===== src/rtl/cereal_pkg.sv =====
// Shared definitions for the cereal serial family: frame state encodings,
// parity modes and the parity helper used by transmitter and receiver.
package cereal_pkg;

    typedef enum logic [2:0] {
        ST_IDLE   = 3'd0,
        ST_START  = 3'd1,
        ST_DATA   = 3'd2,
        ST_PARITY = 3'd3,
        ST_STOP   = 3'd4
    } state_t;

    localparam int PAR_NONE = 0;
    localparam int PAR_ODD  = 1;
    localparam int PAR_EVEN = 2;

    // Caller zero-extends the word, so the unused upper bits do not disturb the XOR.
    function automatic logic calc_parity(input logic [8:0] word, input int mode);
        logic ones_odd;
        ones_odd = ^word;
        return (mode == PAR_ODD) ? ~ones_odd : ones_odd;
    endfunction

endpackage


===== src/rtl/cereal_if.sv =====
// Word handshake plus serial line outputs between system logic and the transmitter.
interface cereal_if #(
    parameter int DATA_BITS = 8
);
    logic [DATA_BITS-1:0] data;
    logic                 valid;
    logic                 ready;
    logic                 cereal;
    logic                 busy;

    modport master (output data, output valid, input ready, input cereal, input busy);
    modport slave  (input data, input valid, output ready, output cereal, output busy);
endinterface


===== src/rtl/cereal_baud.sv =====
// Bit-period tick generator: counts 0..DIV-1 while running and ticks on the
// last cycle of each bit; held at zero when idle or restarted.
module cereal_baud #(
    parameter int DIV   = 5208,
    parameter int DIV_W = 16
) (
    input  logic sysclk,
    input  logic reset,
    input  logic restart,
    input  logic run,
    output logic tick
);

    if (DIV < 2 || DIV_W < 1 || DIV_W > 62 || (64'(1) << DIV_W) <= 64'(DIV)) begin : g_bad_div
        $fatal(1, "cereal_baud: DIV must be >= 2 and fit in DIV_W bits");
    end

    logic [DIV_W-1:0] cnt_reg;
    logic             last;

    assign last = (cnt_reg == DIV_W'(DIV - 1));
    assign tick = run & last;

    always_ff @(posedge sysclk) begin
        if (reset || restart || !run) begin
            cnt_reg <= '0;
        end else if (last) begin
            cnt_reg <= '0;
        end else begin
            cnt_reg <= cnt_reg + 1'b1;
        end
    end

endmodule


===== src/rtl/cereal_tx.sv =====
// UART transmitter: accepts one word per valid/ready handshake and sends
// start, LSB-first data, optional parity and stop bits on an idle-high line.
module cereal_tx
    import cereal_pkg::*;
#(
    parameter int DIV       = 5208,
    parameter int DIV_W     = 16,
    parameter int DATA_BITS = 8,
    parameter int PARITY    = 0,
    parameter int STOP_BITS = 1
) (
    input  logic     sysclk,
    input  logic     reset,
    cereal_if.slave  bus
);

    if (DATA_BITS < 5 || DATA_BITS > 9 || PARITY < 0 || PARITY > 2 ||
        (STOP_BITS != 1 && STOP_BITS != 2) || DIV < 2) begin : g_bad_params
        $fatal(1, "cereal_tx: illegal frame parameters");
    end

    state_t               state_reg, state_next;
    logic [DATA_BITS-1:0] shift_reg, shift_next;
    logic                 par_reg, par_next;
    logic [3:0]           bit_cnt_reg, bit_cnt_next;
    logic                 stop_cnt_reg, stop_cnt_next;
    logic                 cereal_reg, cereal_next;
    logic                 busy_reg, busy_next;
    logic                 tick;
    logic                 accept;

    assign bus.ready  = (state_reg == ST_IDLE) & ~reset;
    assign bus.cereal = cereal_reg;
    assign bus.busy   = busy_reg;
    assign accept     = bus.valid & bus.ready;

    cereal_baud #(
        .DIV   (DIV),
        .DIV_W (DIV_W)
    ) u_baud (
        .sysclk  (sysclk),
        .reset   (reset),
        .restart (accept),
        .run     (state_reg != ST_IDLE),
        .tick    (tick)
    );

    always_ff @(posedge sysclk) begin
        if (reset) begin
            state_reg    <= ST_IDLE;
            shift_reg    <= '0;
            par_reg      <= 1'b0;
            bit_cnt_reg  <= '0;
            stop_cnt_reg <= 1'b0;
            cereal_reg   <= 1'b1;
            busy_reg     <= 1'b0;
        end else begin
            state_reg    <= state_next;
            shift_reg    <= shift_next;
            par_reg      <= par_next;
            bit_cnt_reg  <= bit_cnt_next;
            stop_cnt_reg <= stop_cnt_next;
            cereal_reg   <= cereal_next;
            busy_reg     <= busy_next;
        end
    end

    always_comb begin
        state_next = state_reg;
        case (state_reg)
            ST_IDLE:   if (accept) state_next = ST_START;
            ST_START:  if (tick) state_next = ST_DATA;
            ST_DATA: begin
                if (tick && bit_cnt_reg == 4'(DATA_BITS - 1)) begin
                    state_next = (PARITY != PAR_NONE) ? ST_PARITY : ST_STOP;
                end
            end
            ST_PARITY: if (tick) state_next = ST_STOP;
            ST_STOP: begin
                if (tick && stop_cnt_reg == 1'(STOP_BITS - 1)) state_next = ST_IDLE;
            end
            default:   state_next = ST_IDLE;
        endcase
    end

    // Line level is computed from the upcoming state so the pin changes on the
    // same edge as the state and stays a clean register output.
    always_comb begin
        shift_next    = shift_reg;
        par_next      = par_reg;
        bit_cnt_next  = bit_cnt_reg;
        stop_cnt_next = stop_cnt_reg;
        case (state_reg)
            ST_IDLE: begin
                if (accept) begin
                    shift_next    = bus.data;
                    par_next      = calc_parity(9'(bus.data), PARITY);
                    bit_cnt_next  = '0;
                    stop_cnt_next = 1'b0;
                end
            end
            ST_DATA: begin
                if (tick) begin
                    shift_next   = shift_reg >> 1;
                    bit_cnt_next = bit_cnt_reg + 4'd1;
                end
            end
            ST_STOP: begin
                if (tick) stop_cnt_next = stop_cnt_reg + 1'b1;
            end
            default: ;
        endcase

        case (state_next)
            ST_START:  cereal_next = 1'b0;
            ST_DATA:   cereal_next = shift_next[0];
            ST_PARITY: cereal_next = par_reg;
            default:   cereal_next = 1'b1;
        endcase
        busy_next = (state_next != ST_IDLE);
    end

endmodule


===== src/flat_wrapper.sv =====
// flat-port wrapper written by rule: the top's interface ports become plain ports
module cereal_tx_flat import cereal_pkg::*;
#(
    parameter int DIV       = 5208,
    parameter int DIV_W     = 16,
    parameter int DATA_BITS = 8,
    parameter int PARITY    = 0,
    parameter int STOP_BITS = 1
)
  (sysclk, reset, bus_data, bus_valid, bus_ready, bus_cereal, bus_busy);
  cereal_if #(.DATA_BITS(DATA_BITS)) bus_i ();
  input  logic sysclk;
  input  logic reset;
  input wire logic [$bits(bus_i.data)-1:0] bus_data;
  input wire logic [$bits(bus_i.valid)-1:0] bus_valid;
  output wire logic [$bits(bus_i.ready)-1:0] bus_ready;
  output wire logic [$bits(bus_i.cereal)-1:0] bus_cereal;
  output wire logic [$bits(bus_i.busy)-1:0] bus_busy;
  assign bus_i.data = bus_data;
  assign bus_i.valid = bus_valid;
  assign bus_ready = bus_i.ready;
  assign bus_cereal = bus_i.cereal;
  assign bus_busy = bus_i.busy;
  cereal_tx #(.DIV(DIV), .DIV_W(DIV_W), .DATA_BITS(DATA_BITS), .PARITY(PARITY), .STOP_BITS(STOP_BITS)) u_core (.sysclk(sysclk), .reset(reset), .bus(bus_i));
endmodule

===== config.mk =====
export PLATFORM = sky130hd
export DESIGN_NAME = cereal_tx_flat
export DESIGN_NICKNAME = d
export VERILOG_FILES = /design/src/rtl/cereal_pkg.sv /design/src/rtl/cereal_if.sv /design/src/rtl/cereal_baud.sv /design/src/rtl/cereal_tx.sv /design/src/flat_wrapper.sv
export SDC_FILE = /design/constraint.sdc
export NUM_CORES = 1
export LEC_CHECK = 0
export ABC_CLOCK_PERIOD_IN_PS = 2000
export BUFFER_PORTS_ARGS = -buffer_cell sky130_fd_sc_hd__buf_2
export CAP_MARGIN = 5
export CORE_ASPECT_RATIO = 1.1
export CORE_MARGIN = 2
export CORE_UTILIZATION = 25
export CTS_BUF_LIST = sky130_fd_sc_hd__clkbuf_8
export DETAILED_ROUTE_END_ITERATION = 8
export HOLD_SLACK_MARGIN = 0.15
export PLACE_DENSITY = 0.4
export SLEW_MARGIN = 20
export SYNTH_ARGS = -nofsm -noshare
export SYNTH_HDL_FRONTEND = slang
export SYNTH_SLANG_ARGS = --single-unit

===== constraint.sdc =====
create_clock -name sysclk -period 2 [get_ports sysclk]
set_input_delay 0.3 -clock sysclk [delete_from_list [all_inputs] [get_ports sysclk]]
set_output_delay 0.3 -clock sysclk [all_outputs]
set_load 0.005 [all_outputs]

# After elaboration in Yosys (flattened, before gate mapping)
# Index checks and enable logic that the tools add are counted.
# op_classes
n_addsub	3
eq_ne	12
muxes	16
bitwise	5
n_reduce_logical	15
# ops
cell	count
16-bit by 1-bit adder with 16-bit output, second input constant	1
16-bit by 13-bit == test with 1-bit output, second input constant	1
8-bit two-way mux	2
8-bit one-hot mux with 2 select lines	1
3-bit two-way mux	5
3-bit one-hot mux with 5 select lines	1
3-bit by 2-bit == test with 1-bit output, second input constant	4
9-bit parity	1
4-bit two-way mux	2
4-bit one-hot mux with 2 select lines	1
3-bit by 1-bit == test with 1-bit output, second input constant	2
3-bit AND reduction	2
3-bit nonzero test	2
4-bit by 1-bit adder with 4-bit output, second input constant	1
4-bit by 3-bit == test with 1-bit output, second input constant	1
2-bit by 1-bit inequality test with 1-bit output, second input constant	2
2-bit nonzero test	2
1-bit bitwise AND	3
3-bit == test, second input constant	1
3-bit zero test	1
1-bit one-hot mux with 3 select lines	1
1-bit logical AND	2
1-bit logical OR	2
1-bit two-way mux	2
7 further kinds	8
# word_totals
regBits	35
input_bits	11
out_inout_bits	3
elab_cells	60

# Logic depth before layout (Yosys ltp)
# Gate-level depths: netlist (run 1).
# logic_depth
ltp_word	7
ltp_mapped	8
ltp_nobuf	6

# By module
# From an unflattened synthesis (run 1), not the netlist that was laid out.
# unflattened
cells_unflattened	189
hier_area_um2	1769.2
# by_module_without_submodules
mod	n_inst	cells_per_inst	area_each_um2	seq_area_each_um2
cereal_tx	1	107	1028.5	380.4
cereal_baud	1	82	740.7	320.3

# Worst setup path after synthesis (run 1)
# No wires, ideal clock.
# synth_timing
path_type	register to register
start	reg u_core.u_baud.cnt_reg[0]
end	reg u_core.u_baud.cnt_reg[11]
setup_ps	62
arrival_time_ps	1815
required_time_ps	1938
setup_slack_ps	123
stages_incl_launch_ff	9
n_path_buf	3
period_less_slack_ps	1877
path_cell_list	dfxtp_1 > ha_1 > and4bb_1 > and4_1 > buf_6 > or3_1 > buf_6 > buf_12 > nor2_4
# synth_via
elab_chain_len	2
elab_cells_between_ends	3
cone_classes	add/sub (1); eq/ne (1); reduce/logical (1)
# synth_rtl
element	line_no	rtl
start: declaration	cereal_baud.sv:18	logic [DIV_W-1:0] cnt_reg;
start signal: assignment	cereal_baud.sv:30	cnt_reg <= cnt_reg + 1'b1;
parallel branches: the longest is 2 deep, another holds 16-bit by 1-bit adder with 16-bit output	-	
# Parallel ways; which one is timed is not known.
# A chain may end at the register's enable or synchronous reset.

# Final worst setup path (run 1)
# layout_timing
start	reg u_core.u_baud.cnt_reg[0]
end	reg u_core.bit_cnt_reg[1]
# layout_via
elab_chain_len	4
# layout_rtl
element	line_no	rtl
16-bit by 13-bit == test with 1-bit output	cereal_baud.sv:21	assign last = (cnt_reg == DIV_W'(DIV - 1));
1-bit bitwise AND	cereal_baud.sv:22	assign tick = run & last;
2-bit by 1-bit inequality test with 1-bit output (no source line)	-	
3-bit AND reduction (no source line)	-	
end signal: assignment	cereal_tx.sv:61	bit_cnt_reg <= bit_cnt_next;
end: declaration	cereal_tx.sv:25	logic [3:0] bit_cnt_reg, bit_cnt_next;
# No other way between the ends.

==> results of run 1 <==
kinds of logic after synthesis:
kind of cell,count (synthesis),share of synthesized area
flip-flops,35,0.402
buffers and inverters,10,0.0438
multiplexers,1,0.00574
adder cells (fa/ha/maj),2,0.0143
AND/OR/NAND/NOR,85,0.303
AO/OA/AOI/OAI,29,0.106
XOR/XNOR,25,0.126
per-layer routing:
layer  up-vias  wire length [um]
li1        693                 -
met1       642              1630
met2        15              1820
met3         2                96
met4         0                29
met5         -                 0
tightest hold or removal path, delay by kind of cell:
family / cells / cell delay (ns)
buffers and inverters: 1 / 0.10
and+or+nand+nor: 1 / 0.07
AOI/OAI and AO/OA: 1 / 0.06
worst max-delay path by stage:
stage	end	cells after the start
after floorplan	u_core.u_baud.cnt_reg[11]	8
after global placement	u_core.shift_reg[2]	8
after detailed placement	u_core.shift_reg[1]	8
after CTS	u_core.shift_reg[2]	8
after global routing	u_core.bus.busy	7
final	u_core.bit_cnt_reg[1]	7
final cells by class:
type	instances	area [um2]
Clock buffer	5	68.8
Clock inverter	3	12.5
Fill cell	755	4620
Inverter	1	3.75
Multi-Input combinational cell	142	980
Sequential cell	35	701
Tap cell	82	103
Timing Repair Buffer	25	180
cells in the mapped netlist (2+ instances only):
master / number / area (um2)
nand4_1: 2 / 12.5
nand3_1: 6 / 30.0
nor2_1: 18 / 67.6
nand3b_1: 3 / 22.5
nand2_1: 19 / 71.3
nor2b_1: 2 / 12.5
buf_2: 2 / 10.0
o21ai_0: 4 / 20.0
and4_1: 2 / 17.5
xnor2_1: 17 / 149
and4bb_1: 2 / 25.0
a21oi_1: 11 / 55.1
xor2_1: 8 / 70.1
nor3b_1: 2 / 15.0
nor2_4: 8 / 90.1
a22oi_1: 6 / 45.0
nor2_2: 2 / 12.5
ha_1: 2 / 25.0
buf_6: 2 / 22.5
nor3_1: 6 / 30.0
clkbuf_1: 2 / 7.51
and3_1: 4 / 25.0
dfxtp_1: 35 / 701
per-stage QoR:
step                       util  hold WS, ns  std cells  setup slack, ns  area [um2]
after global placement    0.293        0.440        285            0.145        1950
after detailed placement  0.293        0.447        285           0.0932        1950
after CTS                 0.305        0.279        293           0.0740        2040
after floorplan               -        0.428        187            0.123        1740
final                     0.307        0.288        293            0.158        2050
after global routing      0.307        0.279        293          0.00288        2050
power by group:
part | leakage [nW] | total (mW) | internal, mW | switching, mW
Clock | 0.0505 | 0.484 | 0.234 | 0.250
Sequential | 0.284 | 0.723 | 0.714 | 0.00892
Combinational | 0.379 | 0.123 | 0.0572 | 0.0657
Total | 0.713 | 1.33 | 1.01 | 0.324
==> metrics.cfg, run 1 <==
[outcome]
status = finished, final reports clean

[logic_synthesis]
synth_edf_count = 0
ys.flop_type = dfxtp_1
synth_area_um2 = 1740
synth.avg_cell_area_um2 = 9.33
synthCells = 187
synth_seq_area_share = 0.402
ys_seq_elements = 35
async_flop_share = 0
synth_warnings = 0
synth_cell_type_count = 45
syn-num-nets = 200

[critical_path]
crit_type = reg2reg
r2r_end = u_core.bit_cnt_reg[1]
rrSetupSlack_ns = 0.16
cp.required_ns = 2.16
cp_cell_sequence = ha_1 -> and4bb_1 -> nand4_4 -> nor3_4 -> buf_12 -> mux2i_1 -> nor3_1
slowest_stage = dfxtp_1
r2r_cells = 7
cp-start-kind = flop
crit_fanout = 10
crit_family = simple AND/OR/NAND/NOR gates
crit_start = u_core.u_baud.cnt_reg[0]
worstPathArrival_ns = 2.01
critPathCaptureType = flop
timing.critical_path.buf_inv = 1
r2r-start = u_core.u_baud.cnt_reg[0]
max_stage_delay_ns = 0.37

[finish]
largest_reg_flops = 16
layout-drive-gt1-share = 0.223
diodes = 0
layout_common_cells = 35 x dfxtp_1, 19 x nand2_1, 18 x nor2_1, 17 x xnor2_1, 13 x buf_2
final_common_cell = dfxtp_1
fin_nets = 223
area_growth_pct = 17.4

[route]
wl_um = 3580
detail-route-antenna-nets = 0
drcViolationCount = 0
vias = 1352
wl_per_cell_um = 12.2
drt_iter0_drc = 73
viasPerCell = 4.61
drtPass1Iterations = 4

[sta]
slew_viol_final = 0
rsz0062_at_grt = false
clock_skew_ns = 0.00736
period_needed_ns = 1.84
tightest_slew_ns = 0.474
max_freq_mhz = 543
setup_viol = 0
timing_hold_violations_final = 0
timing.final.crit_share = 0.921
fin_setup_tns_ns = 0
maxSlewHeadroom = 0.683

[min_path]
hp-class = in2reg
hold_end = u_core.shift_reg[7]
holdCritStartpoint = bus_data[7]
hold_depth = 3

[grt]
grt_usage = 0.103
grt_max_degree = 21
grt_pass1_wl_um = 6290
use_met1 = 0.123
grt_util_met3 = 0.0309
grt-busiest-layer = met2
grt_overflow_total = 0
grtUsageMet2 = 0.172
grt_pass1_vias = 1333
grt_antenna_before_repair = 0

[placed_design]
gp_congestion = 0.695
portBuffers = 13
hpwl_um = 2650

[power_and_ir_drop]
vdd_ir_drop_max_mv = 0.196
power_density_nw_per_um2 = 649
p_total_mw = 1.33
power_leakage_nw = 0.713

[floorplan]
die_x_um = 83.6
initial_core_util = 0.261
fp.dieH_um = 91.6
rows = 31
coreArea_um2 = 6670
pin_count = 14
die_area_um2 = 7660

[clock_network]
cts_hold_buffers = 0
post_cts_buffers = 0
clock_sinks = 35
cts_tree = done
clk_pin_slew_worst_paths_ns = 0.07
ctsResizeCount = 0
clk_latency_ns = 0.28
cts_buffers = 5
clockBufferDepth = 2
h-tree-depth = 2
root_buffer = clkbuf_8

[run]
cap_violations = 0

(Power assumes the default switching activity.)
==> run 2, diff against run 1 <==
--- a/config.mk
+++ b/config.mk
@@ -18,4 +18,5 @@
 export SLEW_MARGIN = 20
 export SYNTH_ARGS = -nofsm -noshare
 export SYNTH_HDL_FRONTEND = slang
+export SYNTH_HIERARCHICAL = 1
 export SYNTH_SLANG_ARGS = --single-unit
==> metrics.cfg, run 2 <==
[route]
drt_iter0_drc = 53  ; -27%
viasPerCell = 4.54  ; -1.6%
wl_met3_um = 127  ; +32%
wl_met1_um = 1770  ; +8.6%
wl_um = 3800  ; +6.2%
wl_met2_um = 1850  ; +1.6%
top_layer_used = met4
detail-route-antenna-nets = 0  ; unchanged
wl_per_cell_um = 12.3  ; +0.67%
vias = 1403  ; +3.8%
drtPass1Iterations = 4  ; unchanged
drcViolationCount = 0  ; unchanged

[logic_synthesis]
syn-num-nets = 202  ; +1.0%
synth_cell_type_count = 46  ; +2.2%
netlist.area_leader.share = 0.396  ; -0.00568
synth_area_um2 = 1770  ; +1.4%
synth_edf_count = 0  ; unchanged
synth_common_cells = 35 x dfxtp_1, 23 x nor2_1, 17 x xnor2_1
synth_warnings = 6  ; +6
yosys.area.top_type = dfxtp_1
synth.avg_cell_area_um2 = 9.36  ; +0.36%
synthCells = 189  ; +1.1%
synth_seq_area_share = 0.396  ; -0.00568
ys_seq_elements = 35  ; unchanged
ys.flop_type = dfxtp_1
synth_most_common_cell = dfxtp_1
async_flop_share = 0  ; unchanged
synth_area_leaders = dfxtp_1 40%, xnor2_1 8.4%, nor2_1 4.9%, a22oi_2 4.2%, a21oi_2 3.5%

[sta]
slew_viol_final = 0  ; unchanged
rsz0062_at_grt = false
tightest_slew_ns = 0.469  ; -0.00530 ns
fin_setup_tns_ns = 0  ; unchanged
setup_viol = 0  ; unchanged
max_freq_mhz = 537  ; -1.1%
timing_hold_violations_final = 0  ; unchanged
maxSlewHeadroom = 0.687  ; +0.00422
timing.final.crit_share = 0.932  ; +0.0105
period_needed_ns = 1.86  ; +0.0210 ns
clock_skew_ns = 0.00239  ; -0.00497 ns

[power_and_ir_drop]
switching_power_mw = 0.338  ; +4.1%
vdd_ir_drop_max_mv = 0.258  ; +32%
pwr-share-seq = 0.536  ; -0.008
clkPwrFrac = 0.353  ; -0.011
p_total_mw = 1.35  ; +1.9%
power_frac_comb = 0.110  ; +0.018
power_leakage_nw = 0.733  ; +2.8%
p_sw_frac = 0.249  ; +0.00530
power_density_nw_per_um2 = 628  ; -3.2%
internal_power_mw = 1.02  ; +1.2%

[run]
cap_violations = 0  ; unchanged

[finish]
diodes = 0  ; unchanged
final_common_cell = dfxtp_1
final-seq-area_um2 = 703  ; +0.36%
area_growth_pct = 21.9
fill_cells = 733  ; -2.9%
layout_common_cells = 33 x dfxtp_1, 22 x nor2_1, 22 x buf_4, 17 x xnor2_1, 15 x nand2_1
largest_reg_flops = 16  ; unchanged
fin_util = 0.311  ; +0.00422
fin_nets = 236  ; +5.8%
final_area_um2 = 2160  ; +5.3%
layout-drive-gt1-share = 0.308  ; +0.0853
multi_input_area_um2 = 992  ; +1.3%

[grt]
grt_usage = 0.105  ; +0.00247
grt_antenna_before_repair = 0  ; unchanged
grt_pass1_vias = 1426  ; +7.0%
grt_overflow_total = 0  ; unchanged
grt_max_degree = 18  ; -14%
grt_pass1_wl_um = 6520  ; +3.6%

[min_path]
holdCritStartpoint = bus_data[7]
hold_depth = 3  ; unchanged
hold_end = u_core/shift_reg[7]
hp-class = in2reg

[critical_path]
critPathCaptureType = flop
crit_fanout = 5  ; -5
cp-start-kind = flop
r2r_cells = 9  ; +2
crit_type = reg2reg
cp.required_ns = 2.18  ; +0.02 ns
worstPathArrival_ns = 2.04  ; +0.03 ns
r2r_end = u_core/bus.cereal
rrSetupSlack_ns = 0.14  ; -0.02 ns
r2r-start = u_core/u_baud/cnt_reg[0]

[floorplan]
fp.dieH_um = 92.2  ; +0.68%
coreArea_um2 = 6930  ; +3.8%
pin_count = 14  ; unchanged
die_area_um2 = 7770  ; +1.4%
rows = 32  ; +3.2%
die_x_um = 84.2  ; +0.68%
initial_core_util = 0.255  ; -0.00602

[placed_design]
placed_area_um2 = 2030  ; +3.7%
gp_congestion = 0.730  ; +5.0%
hpwl_um = 2720  ; +2.7%
portBuffers = 13  ; unchanged

[clock_network]
cts_buffers = 5  ; unchanged
clockBufferDepth = 2  ; unchanged
clk_pin_slew_worst_paths_ns = 0.07  ; about the same
cts_hold_buffers = 0  ; unchanged
root_buffer = clkbuf_8
cts_tree = done
clk_latency_ns = 0.28  ; about the same
h-tree-depth = 2  ; unchanged
clock_sinks = 35  ; unchanged

[outcome]
status = finished, final reports clean

-- run 2: cell types whose count changed in the layout (fill, tap and decap cells not counted), sizes merged, moves of 4 or more --
cell,previous run,this run
nand4,3,7
and3,4,0
inv,3,8
buf,25,36
nor4,1,5
-- run 2: repair_timing --
item | CTS | global route
pin swaps | 1 | 2
gates resized for setup | 2 | 7
buffers inserted | 0 | 2
cloned | 0 | 0
endpoints found under the setup margin | 1 | 13
hold endpoints to repair | 0 | 0
-- run 2: logic make-up (layout without fill, tap and decap cells) --
group | Yosys count | after routing | synth area share
buffers and inverters | 16 | 51 | 0.0580
AO/OA/AOI/OAI | 29 | 29 | 0.135
XOR/XNOR | 23 | 23 | 0.114
flip-flops | 35 | 35 | 0.396
multiplexers | 1 | 1 | 0.00566
AND/OR/NAND/NOR | 83 | 83 | 0.277
adder cells (fa/ha/maj) | 2 | 2 | 0.0141
-- run 2: area by class of cell --
| class | count | share of cell area |
|---|---|---|
| clock buffer | 5 | 0.0319 |
| tap | 85 | 0.0493 |
| multi-input combinational | 138 | 0.460 |
| sequential | 35 | 0.326 |
| inverter | 7 | 0.0145 |
| clock inverter | 3 | 0.00580 |
| timing repair buffer | 36 | 0.112 |
-- run 2: power groups by stage --
stage	combinational, mW	sequential [mW]	clock, mW
2_1_floorplan	0.108	0.741	0
3_3_place_gp	0.151	0.742	0
3_5_place_dp	0.150	0.742	0
4_1_cts	0.151	0.726	0.507
5_1_grt	0.165	0.728	0.541
6_report	0.150	0.727	0.478
-- run 2: stage by stage --
step           hold WS [ns]  worst slack (ns)  cells
6_report              0.283             0.137    309
5_1_grt               0.283           0.00841    309
4_1_cts               0.274           0.00294    307
3_5_place_dp          0.444            0.0138    299
3_3_place_gp          0.430            0.0641    299
2_1_floorplan         0.418            0.0615    189
-- run 2: how the worst max path moves through the flow --
stage               cells past startpoint                    end                startpoint
global route                            9      u_core/bus.cereal  u_core/u_baud/cnt_reg[0]
global placement                        8      u_core/bus.cereal  u_core/u_baud/cnt_reg[9]
floorplan                               9  u_core/bit_cnt_reg[1]  u_core/u_baud/cnt_reg[0]
detailed placement                      9      u_core/bus.cereal  u_core/u_baud/cnt_reg[0]
finish                                  9      u_core/bus.cereal  u_core/u_baud/cnt_reg[0]
CTS                                     9      u_core/bus.cereal  u_core/u_baud/cnt_reg[0]
-- run 2: layer usage --
| layer | global-route usage | vias to the layer above |
|---|---|---|
| met5 | 0 | - |
| met4 | 0.0323 | 0 |
| met3 | 0.0288 | 5 |
| met2 | 0.181 | 18 |
| met1 | 0.127 | 652 |
| li1 | - | 728 |
-- run 2: critical path, cell delays in order (launching register included) --
cell	delay (ns)
dfxtp_2	0.34
ha_1	0.16
and4b_1	0.19
nand4_1	0.15
nor2_2	0.16
buf_6	0.13
nor4bb_4	0.19
a211oi_2	0.08
nand4b_1	0.18
a21o_1	0.18
==> run 3, diff against run 2 <==
--- a/config.mk
+++ b/config.mk
@@ -8,13 +8,15 @@
 export ABC_CLOCK_PERIOD_IN_PS = 2000
 export BUFFER_PORTS_ARGS = -buffer_cell sky130_fd_sc_hd__buf_2
 export CAP_MARGIN = 5
+export CELL_PAD_IN_SITES_DETAIL_PLACEMENT = 1
+export CELL_PAD_IN_SITES_GLOBAL_PLACEMENT = 2
 export CORE_ASPECT_RATIO = 1.1
 export CORE_MARGIN = 2
 export CORE_UTILIZATION = 25
 export CTS_BUF_LIST = sky130_fd_sc_hd__clkbuf_8
 export DETAILED_ROUTE_END_ITERATION = 8
 export HOLD_SLACK_MARGIN = 0.15
-export PLACE_DENSITY = 0.4
+export PLACE_DENSITY = 0.57
 export SLEW_MARGIN = 20
 export SYNTH_ARGS = -nofsm -noshare
 export SYNTH_HDL_FRONTEND = slang
==> metrics.cfg, run 3 (synthesis results as in run 2) <==
[sta]
setup_viol = 0  ; unchanged
timing_hold_violations_final = 0  ; unchanged
maxSlewHeadroom = 0.743  ; +0.0552
hold_slack_ns = 0.285  ; +0.00186 ns
clock_skew_ns = 0.00827  ; +0.00587 ns
rsz0062_at_grt = true
timing.final.crit_share = 0.974  ; +0.0430
fin_setup_tns_ns = 0  ; unchanged
tightest_slew_ns = 0.386  ; -0.0829 ns
slew_viol_final = 0  ; unchanged
max_freq_mhz = 513  ; -4.4%
period_needed_ns = 1.95  ; +0.0860 ns

[finish]
final_area_um2 = 2150  ; about the same
layout_common_cells = 33 x dfxtp_1, 22 x nor2_1, 21 x buf_4, 17 x xnor2_1, 15 x nand2_1
fin_cells = 307  ; -0.65%
diodes = 0  ; unchanged
largest_reg_flops = 16  ; unchanged
fin_nets = 234  ; -0.85%
multi_input_area_um2 = 1010  ; +1.8%
fill_cells = 809  ; +10%
layout-drive-gt1-share = 0.315  ; +0.00728
final_common_cell = dfxtp_1
final-seq-area_um2 = 703  ; unchanged
area_growth_pct = 21.8  ; about the same

[critical_path]
critPathCaptureType = flop
cp_cell_sequence = ha_1 -> and4b_1 -> nand4_1 -> nor2_2 -> nor4bb_4 -> a211oi_2 -> buf_4 -> nand4b_1 -> a21o_1
crit_type = reg2reg
crit_fanout = 4  ; -1
worstPathArrival_ns = 2.12  ; +0.08 ns
slowest_stage = dfxtp_2
cp.required_ns = 2.17  ; about the same
max_stage_delay_ns = 0.33  ; about the same
cp-start-kind = flop

[route]
vias = 1453  ; +3.6%
drtPass1Iterations = 3  ; -1
wl_per_cell_um = 14.2  ; +15%
detail-route-antenna-nets = 0  ; unchanged
viasPerCell = 4.73  ; +4.2%
drt_iter0_drc = 65  ; +23%
wl_um = 4350  ; +14%
drcViolationCount = 0  ; unchanged

[placed_design]
portBuffers = 13  ; unchanged
placed_area_um2 = 2020  ; -0.37%
hpwl_um = 3240  ; +19%
placedCellCount = 298  ; -0.33%
gp_congestion = 0.710  ; -2.8%

[power_and_ir_drop]
vdd_ir_drop_max_mv = 0.225  ; -13%
power_leakage_nw = 0.728  ; -0.77%
p_total_mw = 1.35  ; about the same
power_density_nw_per_um2 = 629  ; about the same

[clock_network]
cts_hold_buffers = 0  ; unchanged
cts_buffers = 5  ; unchanged
root_buffer = clkbuf_8
cts_tree = done
clk_latency_ns = 0.28  ; about the same
clock_sinks = 35  ; unchanged
clockBufferDepth = 2  ; unchanged
h-tree-depth = 2  ; unchanged
clk_pin_slew_worst_paths_ns = 0.07  ; about the same

[grt]
grt_antenna_before_repair = 0  ; unchanged
grt_overflow_total = 0  ; unchanged
grt_usage = 0.119  ; +0.0140
grt_pass1_wl_um = 7410  ; +14%
grt_max_degree = 22  ; +4
grt_pass1_vias = 1574  ; +10%

[floorplan]
pin_count = 14  ; unchanged
die_area_um2 = 7770  ; unchanged
fp.dieH_um = 92.2  ; unchanged
rows = 32  ; unchanged
die_x_um = 84.2  ; unchanged
coreArea_um2 = 6930  ; unchanged
initial_core_util = 0.255  ; unchanged

[outcome]
status = finished, final reports clean

[min_path]
hp-class = in2reg

[run]
cap_violations = 0  ; unchanged

-- run 3: area by class of cell --
cell class	instances	area share
clock buffers	5	0.0319
clock inverters	3	0.00581
inverters	7	0.0145
multi-input cells	138	0.469
flip-flops and latches	35	0.326
well taps	85	0.0494
repair buffers	34	0.103
-- run 3: power breakdown --
part | switching [mW] | leakage [nW] | internal [mW]
logic | 0.0828 | 0.393 | 0.0657
clock network | 0.245 | 0.0505 | 0.234
registers | 0.00984 | 0.285 | 0.717
-- run 3: layer usage --
metal	vias to the layer above	share of wire	track usage	wire (um)
met1	715	0.46	0.144	1980
met5	-	0	0	0
met4	0	0.0092	0.0403	40
li1	723	-	-	-
met3	4	0.023	0.0297	98
met2	11	0.51	0.205	2230
-- run 3: metrics by stage --
step	setup slack, ns	utilization
after global routing	-0.0841	0.311
after global placement	0.0680	0.292
after CTS	0.0160	0.305
after detailed placement	-0.0197	0.292
after floorplan	0.0615	-
final	0.0510	0.311
-- run 3: final timing paths --
path / endpoint / cells after the start / slack [ns] / from
worst min-delay path: u_core/shift_reg[7] / 3 / 0.28 / bus_data[7]
worst max-delay path: u_core/bus.cereal / 9 / 0.05 / u_core/u_baud/cnt_reg[0]
worst min register to register: u_core/shift_reg[0] / 2 / 0.45 / u_core/shift_reg[0]
worst max register to register: u_core/bus.cereal / 9 / 0.05 / u_core/u_baud/cnt_reg[0]
-- run 3: critical path: cells and delay by family (launching register included) --
family          cells  cell delay (ns)
simple gates        5             0.92
flops               1             0.33
compound gates      2             0.26
fa+ha+maj           1             0.16
buf+inv             1             0.16
-- run 3: what timing repair did --
item | 4_1_cts | 5_1_grt
gates resized for setup | 3 | 8
pin swaps | 1 | 3
setup buffers | 0 | 1
endpoints found under the setup margin | 2 | 12
